===== src/rtl/branch_predictor_btb.sv =====
`default_nettype none
// ============================================================================
// Module   : branch_predictor_btb
// Purpose  : Direct-mapped BTB with saturating direction counters for IF-stage
//            next-PC prediction, EX-stage resolution with redirect, table
//            training, and saturating branch / mispredict performance counters.
// Revision : 1.0 - initial release
// ============================================================================
module branch_predictor_btb #(
  parameter int PC_W    = 9,
  parameter int ENTRIES = 16,
  parameter int CNT_W   = 2,
  parameter int PERF_W  = 16
) (
  input  logic              clk_i,
  input  logic              rst_ni,
  // Fetch-side lookup
  input  logic [PC_W-1:0]   if_pc_i,
  output logic              pred_taken_o,
  output logic [PC_W-1:0]   pred_target_o,
  // Execute-side resolution
  input  logic              ex_valid_i,
  input  logic [PC_W-1:0]   ex_pc_i,
  input  logic [1:0]        ex_kind_i,
  input  logic              ex_taken_i,
  input  logic [PC_W-1:0]   ex_target_i,
  input  logic              ex_pred_taken_i,
  input  logic [PC_W-1:0]   ex_pred_target_i,
  output logic              redirect_o,
  output logic [PC_W-1:0]   redirect_pc_o,
  // Performance counters
  output logic [PERF_W-1:0] perf_branches_o,
  output logic [PERF_W-1:0] perf_mispred_o
);

  localparam int IDX_W   = $clog2(ENTRIES);
  localparam int TAG_LO  = IDX_W + 2;
  // Tag storage keeps at least one bit so the arrays stay legal; when the PC
  // has no bits above the index that bit is tied to zero and always matches.
  localparam int TAG_W   = (PC_W > TAG_LO) ? (PC_W - TAG_LO) : 1;

  localparam logic [PC_W-1:0]  PC_FOUR  = PC_W'(4);
  localparam logic [CNT_W-1:0] CNT_MAX  = {CNT_W{1'b1}};
  localparam logic [CNT_W-1:0] CNT_WEAK = CNT_W'(1 << (CNT_W - 1));

  localparam logic [1:0] KIND_B    = 2'b00;
  localparam logic [1:0] KIND_JAL  = 2'b01;
  localparam logic [1:0] KIND_JALR = 2'b10;
  localparam logic [1:0] KIND_RSVD = 2'b11;

  // --------------------------------------------------------------------------
  // Table storage
  // --------------------------------------------------------------------------
  logic             valid_q  [ENTRIES];
  logic [TAG_W-1:0] tag_q    [ENTRIES];
  logic [PC_W-1:0]  target_q [ENTRIES];
  logic [CNT_W-1:0] cnt_q    [ENTRIES];
  logic             jump_q   [ENTRIES];

  logic [PERF_W-1:0] perf_br_q, perf_br_d;
  logic [PERF_W-1:0] perf_mp_q, perf_mp_d;

  // --------------------------------------------------------------------------
  // Address split
  // --------------------------------------------------------------------------
  logic [IDX_W-1:0] if_idx;
  logic [IDX_W-1:0] ex_idx;
  logic [TAG_W-1:0] if_tag;
  logic [TAG_W-1:0] ex_tag;

  assign if_idx = if_pc_i[IDX_W+1:2];
  assign ex_idx = ex_pc_i[IDX_W+1:2];

  generate
    if (PC_W > TAG_LO) begin : g_tag
      assign if_tag = if_pc_i[PC_W-1:TAG_LO];
      assign ex_tag = ex_pc_i[PC_W-1:TAG_LO];
    end else begin : g_notag
      assign if_tag = '0;
      assign ex_tag = '0;
    end
  endgenerate

  // --------------------------------------------------------------------------
  // Prediction: pure read of the current table, no bypass from training
  // --------------------------------------------------------------------------
  logic            if_hit;
  logic [PC_W-1:0] if_seq_pc;

  assign if_seq_pc = if_pc_i + PC_FOUR;

  // Lookup for the fetch PC
  always_comb begin
    if_hit        = valid_q[if_idx] && (tag_q[if_idx] == if_tag);
    pred_taken_o  = if_hit && (jump_q[if_idx] || cnt_q[if_idx][CNT_W-1]);
    pred_target_o = pred_taken_o ? target_q[if_idx] : if_seq_pc;
  end

  // --------------------------------------------------------------------------
  // Resolution
  // --------------------------------------------------------------------------
  logic            ex_ok;
  logic            ex_is_jump;
  logic            actual_taken;
  logic            mispredict;
  logic [PC_W-1:0] ex_seq_pc;

  assign ex_seq_pc = ex_pc_i + PC_FOUR;

  // Compare resolved outcome with the prediction carried from fetch
  always_comb begin
    ex_ok         = ex_valid_i && (ex_kind_i != KIND_RSVD);
    ex_is_jump    = (ex_kind_i == KIND_JAL) || (ex_kind_i == KIND_JALR);
    actual_taken  = ex_taken_i || ex_is_jump;
    mispredict    = ex_ok &&
                    ((actual_taken != ex_pred_taken_i) ||
                     (actual_taken && (ex_target_i != ex_pred_target_i)));
    // Redirect is held low while the core is in reset
    redirect_o    = mispredict && rst_ni;
    redirect_pc_o = actual_taken ? ex_target_i : ex_seq_pc;
  end

  // --------------------------------------------------------------------------
  // Training: compute the new contents of the single entry addressed by EX
  // --------------------------------------------------------------------------
  logic             ex_hit;
  logic             ent_we;
  logic [TAG_W-1:0] ent_tag_d;
  logic [PC_W-1:0]  ent_tgt_d;
  logic [CNT_W-1:0] ent_cnt_d;
  logic             ent_jump_d;
  logic [CNT_W-1:0] ex_cnt;

  // Next-state for the trained entry
  always_comb begin
    ex_hit     = valid_q[ex_idx] && (tag_q[ex_idx] == ex_tag);
    ex_cnt     = cnt_q[ex_idx];
    ent_we     = 1'b0;
    ent_tag_d  = tag_q[ex_idx];
    ent_tgt_d  = target_q[ex_idx];
    ent_cnt_d  = ex_cnt;
    ent_jump_d = jump_q[ex_idx];
    if (ex_ok) begin
      if (ex_hit) begin
        ent_we = 1'b1;
        if (ex_kind_i == KIND_B) begin
          if (ex_taken_i) begin
            ent_cnt_d = (ex_cnt != CNT_MAX) ? ex_cnt + CNT_W'(1) : ex_cnt;
            ent_tgt_d = ex_target_i;
          end else begin
            ent_cnt_d = (ex_cnt != '0) ? ex_cnt - CNT_W'(1) : ex_cnt;
          end
        end else begin
          ent_tgt_d = ex_target_i;
        end
      end else if (actual_taken) begin
        // Allocate over whatever lived at this index
        ent_we     = 1'b1;
        ent_tag_d  = ex_tag;
        ent_tgt_d  = ex_target_i;
        ent_cnt_d  = CNT_WEAK;
        ent_jump_d = ex_is_jump;
      end
    end
  end

  // Table update; reset clears every entry and drops any pending write
  always_ff @(posedge clk_i or negedge rst_ni) begin
    if (!rst_ni) begin
      for (int i = 0; i < ENTRIES; i++) begin
        valid_q[i]  <= 1'b0;
        tag_q[i]    <= '0;
        target_q[i] <= '0;
        cnt_q[i]    <= '0;
        jump_q[i]   <= 1'b0;
      end
    end else if (ent_we) begin
      valid_q[ex_idx]  <= 1'b1;
      tag_q[ex_idx]    <= ent_tag_d;
      target_q[ex_idx] <= ent_tgt_d;
      cnt_q[ex_idx]    <= ent_cnt_d;
      jump_q[ex_idx]   <= ent_jump_d;
    end
  end

  // --------------------------------------------------------------------------
  // Performance counters, saturating at all-ones
  // --------------------------------------------------------------------------
  // Next-state for the performance counters
  always_comb begin
    perf_br_d = perf_br_q;
    perf_mp_d = perf_mp_q;
    if (ex_ok && (perf_br_q != {PERF_W{1'b1}})) begin
      perf_br_d = perf_br_q + PERF_W'(1);
    end
    if (mispredict && (perf_mp_q != {PERF_W{1'b1}})) begin
      perf_mp_d = perf_mp_q + PERF_W'(1);
    end
  end

  // Performance counter registers
  always_ff @(posedge clk_i or negedge rst_ni) begin
    if (!rst_ni) begin
      perf_br_q <= '0;
      perf_mp_q <= '0;
    end else begin
      perf_br_q <= perf_br_d;
      perf_mp_q <= perf_mp_d;
    end
  end

  assign perf_branches_o = perf_br_q;
  assign perf_mispred_o  = perf_mp_q;

endmodule
`default_nettype wire


===== config.mk =====
export PLATFORM = sky130hd
export DESIGN_NAME = branch_predictor_btb
export DESIGN_NICKNAME = d
export VERILOG_FILES = /design/src/rtl/branch_predictor_btb.sv
export SDC_FILE = /design/constraint.sdc
export NUM_CORES = 1
export LEC_CHECK = 0
export BUFFER_PORTS_ARGS = -buffer_cell sky130_fd_sc_hd__buf_2
export CORE_ASPECT_RATIO = 1.4
export CORE_MARGIN = 1
export CORE_UTILIZATION = 56
export CTS_CLUSTER_DIAMETER = 150
export DETAILED_ROUTE_END_ITERATION = 16
export GPL_ROUTABILITY_DRIVEN = 0
export PLACE_DENSITY = 0.74
export SYNTH_ARGS = -nofsm -noshare
export SYNTH_HDL_FRONTEND = slang
export SYNTH_SLANG_ARGS = --single-unit

===== constraint.sdc =====
create_clock -name clk_i -period 3.06 [get_ports clk_i]
set_clock_uncertainty 0.05 [all_clocks]
set_input_delay 0.306 -clock clk_i [delete_from_list [all_inputs] [get_ports clk_i]]
set_output_delay 0.306 -clock clk_i [all_outputs]
set_load 0.01 [all_outputs]

### Word level (Yosys, flattened, before mapping)

Index checks and enable logic that the tools add are counted.

| word-level totals | value |
|---|---|
| bits in registers | 288 |
| output and inout port bits | 52 |

| cells by class | value |
|---|---|
| add/sub/neg operators | 6 |
| order comparisons | 3 |
| eq/ne operators | 10 |
| mux-type cells | 65 |
| bitwise operators | 3 |
| reductions and logical operators | 16 |

Operators by type and width:

| operator | count |
|---|---|
| bitwise mux 144 bit | 1 |
| 2-to-1 mux 9 bit | 12 |
| binary-select mux 9 bit (select 4 bit) | 2 |
| bitwise mux 48 bit | 1 |
| demux 9 bit (select 4 bit) | 1 |
| adder 16 x 1 -> 16 bit, second input constant | 2 |
| bitwise mux 32 bit | 1 |
| inequality test 16 bit, second input constant | 2 |
| binary-select mux 3 bit (select 4 bit) | 2 |
| 2-to-1 mux 2 bit | 12 |
| 2-to-1 mux 3 bit | 8 |
| adder 9 x 3 -> 9 bit, second input constant | 2 |
| binary-select mux 1 bit (select 4 bit) | 4 |
| binary-select mux 2 bit (select 4 bit) | 2 |
| bitwise mux 16 bit | 1 |
| bitwise OR 16 bit | 1 |
| 2-to-1 mux 1 bit | 15 |
| demux 3 bit (select 4 bit) | 1 |
| >= comparator 5 bit, second input constant | 2 |
| logical AND 1 bit | 10 |
| inverter 4 -> 5 bit | 2 |
| inequality test 9 bit | 1 |
| demux 2 bit (select 4 bit) | 1 |
| equality test 3 bit | 2 |
| 11 further kinds | 15 |

### Depth between registers and ports, before layout

Gate-level depths: netlist of the first run.

| depth | value |
|---|---|
| word-level depth | 11 |
| mapped depth | 12 |
| gate-level depth less buffers | 9 |

### Worst setup path before layout of the first run

OpenSTA, ideal clock, no wires.

| path | value |
|---|---|
| path kind | input -> output |
| start point | input port if_pc_i[2] |
| end point | output port pred_target_o[0] |
| arrival time | 2817 ps |
| required time | 2704 ps |
| slack | -113 ps |
| cell stages on the path | 7 |
| path through | buf_4 buf_4 mux4_2 mux4_2 xor2_1 nor4_4 mux2_2 |

| on the way | value |
|---|---|
| longest elaborated chain between the ends | 8 |

RTL lines:

| element | line | source |
|---|---|---|
| start, declared | 18 | `input logic [PC_W-1:0] if_pc_i,` |
| inverter 4 -> 5 bit (not written as such) * | 94, 95 |  |
| binary-select mux 3 bit (select 4 bit) | 94 | `if_hit = valid_q[if_idx] && (tag_q[if_idx] == if_tag);` |
| 2-to-1 mux 3 bit (not written as such) (2 in a row) | 94 |  |
| equality test 3 bit | 94 |  |
| logical AND 1 bit | 94 |  |
| logical AND 1 bit * | 95 | `pred_taken_o = if_hit && (jump_q[if_idx] \|\| cnt_q[if_idx][CNT_W-1]);` |
| named net pred_taken_o | 19 | `output logic pred_taken_o,` |
| 2-to-1 mux 9 bit * | 96 | `pred_target_o = pred_taken_o ? target_q[if_idx] : if_seq_pc;` |
| end, declared | 20 | `output logic [PC_W-1:0] pred_target_o,` |

The timed path passes the listed nets; every way through them passes the cells marked *. The select of a mux whose other input is x is not followed.

### Worst setup path after layout of the first run

| path | value |
|---|---|
| start point | register tag_q[14] in the netlist's numbering |
| end point | output port pred_target_o[8] |

| on the way | value |
|---|---|
| longest elaborated chain between the ends | 7 |

RTL lines:

| element | line | source |
|---|---|---|
| start, declared | 55 | `logic [TAG_W-1:0] tag_q [ENTRIES];` |
| start signal, assigned by index | 179 | `tag_q[ex_idx] <= ent_tag_d;` |
| binary-select mux 3 bit (select 4 bit) | 94 |  |
| 2-to-1 mux 3 bit (not written as such) (2 in a row) | 94 |  |
| equality test 3 bit | 94 |  |
| logical AND 1 bit | 94 |  |
| logical AND 1 bit | 95 |  |
| 2-to-1 mux 9 bit | 96 |  |

No other way between the ends. The select of a mux whose other input is x is not followed.

==> key figures, run 1 <==
Global route
  – First-pass GRT wire length: slightly below 90 mm
  – Via count of the first global-routing pass: roughly 14000
  – GRT Resource Usage Total: 0.391
  – Antenna violations before repair: 0
  – Remaining Overflow, GRT: 0
  – Maximum number of pins on one net before global-route repair: 90

Route
  – DRC: 0
  – Total length of routed wires: between 50 and 60 mm
  – Via-per-instance ratio: between 7 and 8
  – Avg WL per Cell: 29.6 um
  – Count of routing violations after the opening detailed-route iteration: approximately 2100
  – Vias after detailed routing: between 10000 and 15000
  – Number of iterations in the first detailed-routing pass: 8
  – Count of antenna-violating nets left after detailed routing: 0

Pwr
  – LEAKAGE: 8.05 nW
  – Worst-case vdd ir drop: around 0.00050 V
  – Total power per unit cell area: between 600 and 700 mW/mm^2

STA
  – Post-route clock period utilization: 1.13
  – Max Slew Vio Count: 0
  – Time the worst path needs with I/O delays and setup: approximately 3.5 ns
  – Final hold violation count: 0
  – Final setup slack of the worst path: -0.410 ns
  – Unrepaired setup endpoints after global routing: true
  – Slew of the pin with the lowest slew margin: slightly below 0.8 ns
  – Final setup violation count: 10
  – Max_slew headroom: 0.478
  – Maximum clock frequency: 288 MHz

Placement
  – Count of input and output buffers: 94
  – HPWL Detailed: approximately 38 mm
  – Number of placed instances with taps included: 1882

Setup path
  – Data arrival at the endpoint of the critical path: between 3 and 4 ns
  – Kind of start point of the critical path: flip-flop
  – Crit Path Category: reg -> out
  – Crit. End Element: primary output
  – Top fanout value on the critical path: 10
  – Data required time of the worst path: between 2 and 3 ns

Die
  – Die area: ~0.030 sq mm
  – Boundary pin count: 95
  – Placeable Area: 0.0285 sq mm
  – Chip Height: between 200 and 250 um
  – Horizontal die dimension: about 150 um
  – Standard-cell rows: 73
  – Initial standard-cell utilization of the core: 0.572

CTS
  – Clock latency at the later pin of the worst-skew pair: between 0.5 and 0.6 ns
  – Clock slew at the register clock pins of the worst setup and hold paths: about 0.060 ns
  – Maximum clock path buffer count: 3
  – Post-CTS setup-driven buffer insertion count: 0
  – CTS sink cnt: around 290
  – CTS tree: yes
  – Master cell of the clock root buffer: sky130_fd_sc_hd__clkbuf_16
  – Htree depth: 1
  – Num CTS Buffers: 30

Yosys
  – Sequential share of the synthesized area: 0.442
  – Post-synthesis cell area: 0.0163 sq mm
  – Asr flop ratio synth: 1.00
  – Post-synthesis instance total: roughly 1400
  – Flip-flop and latch count after synthesis: 288
  – Leading area contributor after synthesis: sky130_fd_sc_hd__dfrtp_1
  – Synthesis Warnings: 0
  – Per-instance average area after synthesis: roughly 12 sq um
  – Total nets after synthesis: 1426
  – Count of cell types in the netlist: 45
  – Largest cells by area after synthesis: sky130_fd_sc_hd__dfrtp_1 (44%), sky130_fd_sc_hd__mux4_2 (18%), sky130_fd_sc_hd__a221oi_1 (7.3%)
  – Fraction of post-synthesis cell area in the top cell type by area: 0.442
  – Main flop type after synthesis: sky130_fd_sc_hd__dfrtp_1
  – Number of synthesized flops with an enable pin: 0

Final layout
  – Utilization of the core after routing: 0.684
  – Layout Nets: ~1600
  – Share of post-route cells with drive strength above 1: 0.299
  – Area added between synthesis and finish: 19.7%
  – Final Non-Filler Cells: approximately 1900
  – Antenna diode count: 0
  – Commonest non-fill, non-tap cell in the layout: sky130_fd_sc_hd__dfrtp_1
  – Commonest non-fill, non-tap cells in the layout: sky130_fd_sc_hd__dfrtp_1 (288), sky130_fd_sc_hd__a21oi_1 (193), sky130_fd_sc_hd__a221oi_1 (136), sky130_fd_sc_hd__buf_4 (134), sky130_fd_sc_hd__mux4_2 (128)

Outcome
  – Result of the run: complete, but fails checks
  – Violations in the final reports: setup timing

Job
  – Number of violations of the max-capacitance limit: 0

Worst hold path
  – Path type of the worst min-delay path: in -> reg
-- kinds of logic (layout without fill, tap and decap cells) --
kind of cell,Yosys count,after routing,share of synthesized area
AND/OR/NAND/NOR,254,254,0.0844
adder cells (fa/ha/maj),9,9,0.00691
AO/OA/AOI/OAI,466,466,0.199
XOR/XNOR,54,54,0.0290
flip-flops,288,288,0.442
multiplexers,170,170,0.204
buffers and inverters,133,322,0.0343
-- registers in the layout, indices dropped and copies added, names as in the netlist --
signal and cells:
jump_q 16, tag_q 48, perf_branches_o 16, valid_q 16, cnt_q 32, target_q 144
perf_mispred_o 16
-- metrics by stage --
step	TNS (ns)	area [sq um]	hold slack, ns	setup slack [ns]	power (mW)
finish	-3.66	19500	0.201	-0.410	13.6
global route	-4.36	19500	0.218	-0.475	14.1
CTS	-3.64	19400	0.168	-0.411	13.4
detailed placement	-5.28	18300	0.282	-0.243	9.53
global placement	-2.14	18300	0.277	-0.122	9.36
floorplan	-0.721	16300	-0.0396	-0.0808	8.14
-- timing repair --
action | in CTS | in global routing
pin swaps | 1 | 0
hold endpoints to repair | 73 | 0
hold buffers | 1 | 0
endpoints found under the setup margin | 21 | 61
gates resized for setup | 1 | 14
-- critical path, stage by stage, from the launching register on --
cell and delay, ns:
sky130_fd_sc_hd__dfrtp_1 0.42, sky130_fd_sc_hd__mux4_2 0.49, sky130_fd_sc_hd__mux4_2 0.53, sky130_fd_sc_hd__xor2_2 0.18, sky130_fd_sc_hd__nor4_4 0.28, sky130_fd_sc_hd__buf_12 0.19
sky130_fd_sc_hd__mux2_4 0.31, sky130_fd_sc_hd__buf_6 0.12
-- synthesized netlist by cell type (2+ instances only) --
cell type	count
sky130_fd_sc_hd__a211oi_1	9
sky130_fd_sc_hd__a21oi_1	193
sky130_fd_sc_hd__a221oi_1	136
sky130_fd_sc_hd__a22o_1	16
sky130_fd_sc_hd__a22oi_1	5
sky130_fd_sc_hd__a2bb2oi_1	7
sky130_fd_sc_hd__and2_1	12
sky130_fd_sc_hd__and3_1	15
sky130_fd_sc_hd__and4_1	3
sky130_fd_sc_hd__and4b_1	9
sky130_fd_sc_hd__buf_1	15
sky130_fd_sc_hd__buf_2	32
sky130_fd_sc_hd__buf_4	3
sky130_fd_sc_hd__clkbuf_1	70
sky130_fd_sc_hd__dfrtp_1	288
sky130_fd_sc_hd__ha_1	9
sky130_fd_sc_hd__inv_1	12
sky130_fd_sc_hd__mux2_2	17
sky130_fd_sc_hd__mux2i_1	25
sky130_fd_sc_hd__mux4_2	128
sky130_fd_sc_hd__nand2_1	68
sky130_fd_sc_hd__nand2b_1	20
sky130_fd_sc_hd__nand3_1	33
sky130_fd_sc_hd__nand4_1	8
sky130_fd_sc_hd__nor2_1	24
sky130_fd_sc_hd__nor2_2	8
sky130_fd_sc_hd__nor2b_1	42
sky130_fd_sc_hd__nor3_1	6
sky130_fd_sc_hd__nor4_1	2
sky130_fd_sc_hd__o211ai_1	9
sky130_fd_sc_hd__o21a_1	2
sky130_fd_sc_hd__o21ai_0	24
sky130_fd_sc_hd__o22a_1	56
sky130_fd_sc_hd__o311a_1	5
sky130_fd_sc_hd__xnor2_1	27
sky130_fd_sc_hd__xor2_1	27
-- layer usage --
layer | routed length [um] | track usage
met4 | 5230 | 0.292
met3 | 6990 | 0.104
met5 | 0 | 0
met2 | 26100 | 0.601
met1 | 19100 | 0.475
-- area by class of cell --
cell class / count / area, sq um
clock buffers: 41 / 863
clock inverters: 14 / 188
fillers: 2097 / 9010
inverters: 12 / 45.0
multi-input cells: 953 / 8610
flip-flops and latches: 288 / 7210
well taps: 375 / 469
repair buffers: 255 / 2100
-- path summary, 6_finish.rpt --
path	to	depth (start not counted)	slack, ns	start
worst max register to register	target_q[22]	9	0.07	tag_q[13]
worst min register to register	perf_branches_o[3]	1	0.43	perf_branches_o[3]
min in group asynchronous	perf_branches_o[7]	2	0.23	rst_ni
worst min-delay path	jump_q[0]	4	0.20	ex_taken_i
max in group asynchronous	target_q[32]	3	1.55	rst_ni
worst max-delay path	pred_target_o[8]	7	-0.41	tag_q[14]
-- power by group --
group          leakage [nW]  switching (mW)  internal (mW)
Sequential             3.45           0.929           4.82
Clock                 0.511            1.60           2.31
Combinational          4.09            1.81           2.10
Total                  8.05            4.34           9.24
(Power assumes the default switching activity.)
==> run 2: changes to the inputs <==
SKIP_CTS_REPAIR_TIMING = 1   (was unset)
==> key figures, run 2 (same netlist as run 1, synthesis figures left out) <==
Outcome
  – Result of the run: complete, but fails checks
  – Violations in the final reports: setup timing

STA
  – Final total negative setup slack: -3.70 ns (-0.0418 ns)
  – Final hold violation count: 0 (unchanged)
  – Post-route clock period utilization: 1.14 (about the same)
  – Max Slew Vio Count: 0 (unchanged)
  – Max_slew headroom: 0.473 (-0.00524)
  – Slew of the pin with the lowest slew margin: 0.791 ns (+0.00786 ns)
  – Maximum clock frequency: 288 MHz (about the same)
  – Time the worst path needs with I/O delays and setup: 3.47 ns (+0.00345 ns)
  – Unrepaired setup endpoints after global routing: true
  – Final setup violation count: 10 (unchanged)
  – Final setup slack of the worst path: -0.413 ns (-0.00345 ns)

Global route
  – Antenna violations before repair: 0 (unchanged)
  – GRT Resource Usage Total: 0.391 (about the same)
  – First-pass GRT wire length: 86.6 mm (about the same)
  – Remaining Overflow, GRT: 0 (unchanged)
  – Via count of the first global-routing pass: 14400 (-0.055%)
  – Maximum number of pins on one net before global-route repair: 90 (unchanged)

Setup path
  – Top fanout value on the critical path: 10 (unchanged)
  – Crit. End Element: primary output
  – Kind of start point of the critical path: flip-flop
  – Register-to-register setup slack: 0.11 ns (+0.04 ns)
  – Data arrival at the endpoint of the critical path: 3.12 ns (about the same)
  – Cell-by-cell trace of the critical path: mux4_2 > mux4_2 > xor2_2 > nor4_4 > buf_12 > mux2_4 > buf_6
  – Crit-path max cell delay: 0.53 ns (about the same)
  – Worst R2R End: target_q[47]
  – R2r worst-path depth: 9 (unchanged)
  – Slowest CP cell: sky130_fd_sc_hd__mux4_2
  – Critical path buffers and inverters: 2 (unchanged)
  – Crit Path Category: reg -> out
  – Critical path depth in cells: 7 (unchanged)
  – Top Family by Delay on Critical Path: multiplexers
  – Data required time of the worst path: 2.70 ns (about the same)
  – Most repeated library cell on the critical path: sky130_fd_sc_hd__mux4_2
  – Worst reg2reg path startpoint: tag_q[13]

Final layout
  – Largest Register: target_q
  – Utilization of the core after routing: 0.684 (unchanged)
  – Layout Nets: 1592 (unchanged)
  – Registers with the most flip-flops: target_q (144), tag_q (48), cnt_q (32)
  – Share of post-route cells with drive strength above 1: 0.299 (unchanged)
  – Area added between synthesis and finish: 19.7% (unchanged)
  – Commonest non-fill, non-tap cell in the layout: sky130_fd_sc_hd__dfrtp_1
  – Largest register FFs: 144 (unchanged)
  – Antenna diode count: 0 (unchanged)
  – Commonest non-fill, non-tap cells in the layout: sky130_fd_sc_hd__dfrtp_1 (288), sky130_fd_sc_hd__a21oi_1 (193), sky130_fd_sc_hd__a221oi_1 (136), sky130_fd_sc_hd__buf_4 (134), sky130_fd_sc_hd__mux4_2 (128)

Worst hold path
  – Start point of the worst hold path: ex_taken_i
  – Endpoint of the worst hold path: jump_q[0]
  – Path type of the worst min-delay path: in -> reg
  – Worst hold stages: 4 (unchanged)

Die
  – Die area: 0.0298 sq mm (unchanged)
  – Standard-cell rows: 73 (unchanged)
  – Horizontal die dimension: 146 um (unchanged)
  – Placeable Area: 0.0285 sq mm (unchanged)
  – Chip Height: 204 um (unchanged)
  – Initial standard-cell utilization of the core: 0.572 (unchanged)
  – Boundary pin count: 95 (unchanged)

Placement
  – Count of input and output buffers: 94 (unchanged)
  – HPWL Detailed: 38.3 mm (unchanged)

Route
  – Avg WL per Cell: 29.7 um (+0.30%)
  – Total length of routed wires: 57.6 mm (+0.30%)
  – DRC: 0 (unchanged)
  – Vias after detailed routing: 14400 (-0.42%)
  – Amount of wire on met2 after detailed routing: 26.3 mm (+0.67%)
  – Count of antenna-violating nets left after detailed routing: 0 (unchanged)
  – Post-Route M1 WL: 18.9 mm (-1.4%)
  – Detailed-routed wire length on met3: 7.39 mm (+5.7%)
  – Via-per-instance ratio: 7.45 (-0.42%)
  – Number of iterations in the first detailed-routing pass: 7 (-1)
  – Top layer in use: met4
  – Count of routing violations after the opening detailed-route iteration: 2089 (-2.0%)

CTS
  – CTS tree: yes
  – Clock slew at the register clock pins of the worst setup and hold paths: 0.06 ns (about the same)
  – Htree depth: 1 (unchanged)
  – Num CTS Buffers: 30 (unchanged)
  – Master cell of the clock root buffer: sky130_fd_sc_hd__clkbuf_16
  – Clock latency at the later pin of the worst-skew pair: 0.58 ns (about the same)
  – CTS sink cnt: 288 (unchanged)
  – Maximum clock path buffer count: 3 (unchanged)

Pwr
  – Clock share of power: 0.288 (about the same)
  – Worst-case vdd ir drop: 0.000500 V (about the same)
  – P_int: 9.24 mW (about the same)
  – Switching share of total power: 0.320 (+0.000764)
  – Total power per unit cell area: 697 mW/mm^2 (+0.11%)
  – Power share of the sequential group: 0.424 (about the same)
  – LEAKAGE: 8.05 nW (unchanged)
  – Combinational share of power: 0.288 (about the same)
  – Power spent charging and discharging nets: 4.35 mW (+0.35%)

Job
  – Number of violations of the max-capacitance limit: 0 (unchanged)
==> run 2: cell counts in the layout (fill, tap and decap cells not counted) <==
No cell type changed its count.
==> run 2: how the worst max path moves through the flow <==
stage               startpoint                to  slack [ns]
finish               tag_q[14]  pred_target_o[8]       -0.41
global route         tag_q[14]  pred_target_o[8]       -0.47
CTS                   tag_q[1]  pred_target_o[6]       -0.45
detailed placement  ex_pc_i[4]         cnt_q[26]       -0.24
global placement    ex_pc_i[4]         cnt_q[26]       -0.12
floorplan           if_pc_i[2]  pred_target_o[0]       -0.08
==> run 2: cell type report <==
class	instances	area, sq um
tap	375	469
clock buffer	41	863
clock inverter	14	188
sequential	288	7210
fill	2097	9010
multi-input combinational	953	8610
inverter	12	45.0
timing repair buffer	255	2100
==> run 2: tightest hold or removal path, stage by stage <==
cell	delay (ns)
sky130_fd_sc_hd__buf_2	0.19
sky130_fd_sc_hd__inv_1	0.08
sky130_fd_sc_hd__a21oi_1	0.06
sky130_fd_sc_hd__o22ai_1	0.12
==> run 2: power by group through the flow <==
| stage | clock network (mW) | registers, mW | logic, mW |
|---|---|---|---|
| 2_1_floorplan | 0 | 5.46 | 2.69 |
| 3_3_place_gp | 0 | 5.69 | 3.66 |
| 6_report | 3.92 | 5.76 | 3.91 |
| 5_1_grt | 4.08 | 5.84 | 4.19 |
| 4_1_cts | 3.92 | 5.69 | 3.82 |
| 3_5_place_dp | 0 | 5.74 | 3.79 |
==> run 2: metrics by stage <==
| stage | setup slack [ns] | hold WS [ns] | instance area, sq um | power, mW | std cells |
|---|---|---|---|---|---|
| after floorplan | -0.0808 | -0.0396 | 16300 | 8.14 | 1374 |
| after global placement | -0.122 | 0.277 | 18300 | 9.36 | 1882 |
| after detailed placement | -0.243 | 0.282 | 18300 | 9.53 | 1882 |
| after CTS | -0.449 | -0.315 | 19400 | 13.4 | 1937 |
| after global routing | -0.474 | 0.220 | 19500 | 14.1 | 1938 |
| final | -0.413 | 0.190 | 19500 | 13.6 | 1938 |
==> run 2: metal layers <==
layer | track usage | up-vias
met1 | 0.474 | 7083
met4 | 0.296 | 0
met2 | 0.596 | 1226
met3 | 0.108 | 336
met5 | 0 | -
li1 | - | 5788
==> run 3: changes to the inputs <==
CAP_MARGIN = 20   (was unset)
CORE_UTILIZATION = 40   (was 56)
HOLD_SLACK_MARGIN = 0.03   (was unset)
PLACE_DENSITY = 0.55   (was 0.74)
==> key figures, run 3 (same netlist as run 1, synthesis figures left out) <==
Die
  – Horizontal die dimension: 173 um (+18%)
  – Standard-cell rows: 87 (+19%)
  – Chip Height: 241 um (+18%)
  – Placeable Area: 0.0402 sq mm (+41%)
  – Die area: 0.0415 sq mm (+39%)
  – Initial standard-cell utilization of the core: 0.405 (-0.166)
  – Boundary pin count: 95 (unchanged)

CTS
  – Num CTS Buffers: 31 (+3.3%)
  – Maximum clock path buffer count: 3 (unchanged)
  – CTS tree: yes
  – CTS sink cnt: 288 (unchanged)
  – Htree depth: 1 (unchanged)
  – Clock slew at the register clock pins of the worst setup and hold paths: 0.07 ns (about the same)
  – Master cell of the clock root buffer: sky130_fd_sc_hd__clkbuf_16
  – Clock latency at the later pin of the worst-skew pair: 0.59 ns (about the same)

Route
  – Count of antenna-violating nets left after detailed routing: 0 (unchanged)
  – DRC: 0 (unchanged)
  – Vias after detailed routing: 14000 (-3.1%)
  – Count of routing violations after the opening detailed-route iteration: 1528 (-27%)
  – Total length of routed wires: 62.3 mm (+8.2%)
  – Via-per-instance ratio: 6.61 (-11%)
  – Avg WL per Cell: 29.5 um (-0.89%)
  – Number of iterations in the first detailed-routing pass: 5 (-2)

Setup path
  – Top fanout value on the critical path: 10 (unchanged)
  – Data arrival at the endpoint of the critical path: 3.11 ns (about the same)
  – Critical path buffers and inverters: 2 (unchanged)
  – Top Family by Delay on Critical Path: multiplexers
  – Slowest CP cell: sky130_fd_sc_hd__mux4_2
  – Crit-path max cell delay: 0.51 ns (-0.02 ns)
  – Data required time of the worst path: 2.70 ns (about the same)
  – Crit Path Category: reg -> out
  – Most repeated library cell on the critical path: sky130_fd_sc_hd__mux4_2
  – Kind of start point of the critical path: flip-flop
  – Crit. End Element: primary output
  – Cell-by-cell trace of the critical path: mux4_2 > mux4_2 > xor2_2 > nor4_4 > buf_12 > mux2_4 > buf_6

Pwr
  – Total power draw: 13.7 mW (+0.69%)
  – LEAKAGE: 8.18 nW (+1.5%)
  – Total power per unit cell area: 689 mW/mm^2 (-1.2%)
  – Worst-case vdd ir drop: 0.000447 V (-11%)

Outcome
  – Violations in the final reports: setup timing
  – Result of the run: complete, but fails checks

STA
  – Maximum clock frequency: 289 MHz (+0.23%)
  – Final total negative setup slack: -3.64 ns (+0.0670 ns)
  – Max_slew headroom: 0.439 (-0.0338)
  – Post-route clock period utilization: 1.13 (-0.00263)
  – Time the worst path needs with I/O delays and setup: 3.47 ns (-0.00804 ns)
  – Final setup violation count: 10 (unchanged)
  – Slew of the pin with the lowest slew margin: 0.841 ns (+0.0498 ns)
  – Final hold violation count: 0 (unchanged)
  – Max Slew Vio Count: 0 (unchanged)
  – Unrepaired setup endpoints after global routing: true
  – Final setup slack of the worst path: -0.405 ns (+0.00804 ns)

Placement
  – HPWL Detailed: 43.4 mm (+14%)
  – Post-Place Worst Slack: -0.197 ns (+0.0461 ns)
  – Count of input and output buffers: 94 (unchanged)

Final layout
  – Share of post-route cells with drive strength above 1: 0.303 (+0.00400)
  – Largest Register: target_q
  – Area added between synthesis and finish: 21.9%
  – Layout Nets: 1611 (+1.2%)
  – Antenna diode count: 0 (unchanged)
  – Utilization of the core after routing: 0.494 (-0.190)
  – Commonest non-fill, non-tap cells in the layout: sky130_fd_sc_hd__dfrtp_1 (288), sky130_fd_sc_hd__a21oi_1 (193), sky130_fd_sc_hd__buf_4 (148), sky130_fd_sc_hd__a221oi_1 (136), sky130_fd_sc_hd__mux4_2 (128)
  – Registers with the most flip-flops: target_q (144), tag_q (48), cnt_q (32)
  – Commonest non-fill, non-tap cell in the layout: sky130_fd_sc_hd__dfrtp_1
  – Largest register FFs: 144 (unchanged)

Global route
  – Via count of the first global-routing pass: 14200 (-1.7%)
  – Antenna violations before repair: 0 (unchanged)
  – GRT Resource Usage Total: 0.301 (-0.0896)
  – First-pass GRT wire length: 92.7 mm (+7.0%)
  – Remaining Overflow, GRT: 0 (unchanged)
  – Maximum number of pins on one net before global-route repair: 127 (+41%)

Job
  – Number of violations of the max-capacitance limit: 0 (unchanged)

Worst hold path
  – Path type of the worst min-delay path: in -> async
## run 3: changes by cell type in the layout (fill, tap and decap cells not counted), moves of 2 or more
cell	previous run	this run
sky130_fd_sc_hd__clkinvlp_4	3	0
sky130_fd_sc_hd__clkbuf_1	5	10
sky130_fd_sc_hd__buf_12	27	32
sky130_fd_sc_hd__nor2_2	9	6
sky130_fd_sc_hd__clkinv_2	5	2
sky130_fd_sc_hd__buf_4	134	148
sky130_fd_sc_hd__nor2_4	1	3
sky130_fd_sc_hd__clkbuf_8	5	10
## run 3: area by class of cell
cell class	instances	area, sq um
repair buffers	273	2280
well taps	534	668
multi-input cells	953	8600
inverters	12	45.0
flip-flops and latches	288	7210
clock inverters	5	100
fillers	3588	20300
clock buffers	51	951
## run 3: power breakdown
group / total, mW / internal, mW / switching [mW]
clock network: 3.95 / 2.35 / 1.60
logic: 3.99 / 2.16 / 1.83
registers: 5.75 / 4.82 / 0.922
## run 3: routing by layer
| metal | share of wire | global-route usage |
|---|---|---|
| met1 | 0.37 | 0.370 |
| met2 | 0.48 | 0.489 |
| met3 | 0.082 | 0.0528 |
| met4 | 0.072 | 0.200 |
| met5 | 0 | 0 |
## run 3: worst paths after layout
check | startpoint | endpoint | slack, ns | depth (start not counted)
worst max-delay path | tag_q[3] | pred_target_o[3] | -0.41 | 7
worst min-delay path | rst_ni | target_q[141] | 0.20 | 2
worst max register to register | tag_q[17] | target_q[88] | 0.13 | 8
worst min register to register | perf_branches_o[3] | perf_branches_o[3] | 0.43 | 1
max in group asynchronous | rst_ni | valid_q[12] | 1.59 | 3
min in group clk_i | ex_taken_i | jump_q[0] | 0.21 | 4
## run 3: per-stage QoR
stage	instances	hold WS [ns]	cell area, sq um
floorplan	1374	-0.0396	16300
global placement	2058	0.248	18700
detailed placement	2058	0.251	18700
CTS	2114	-0.373	19800
global route	2116	0.206	19900
finish	2116	0.197	19900
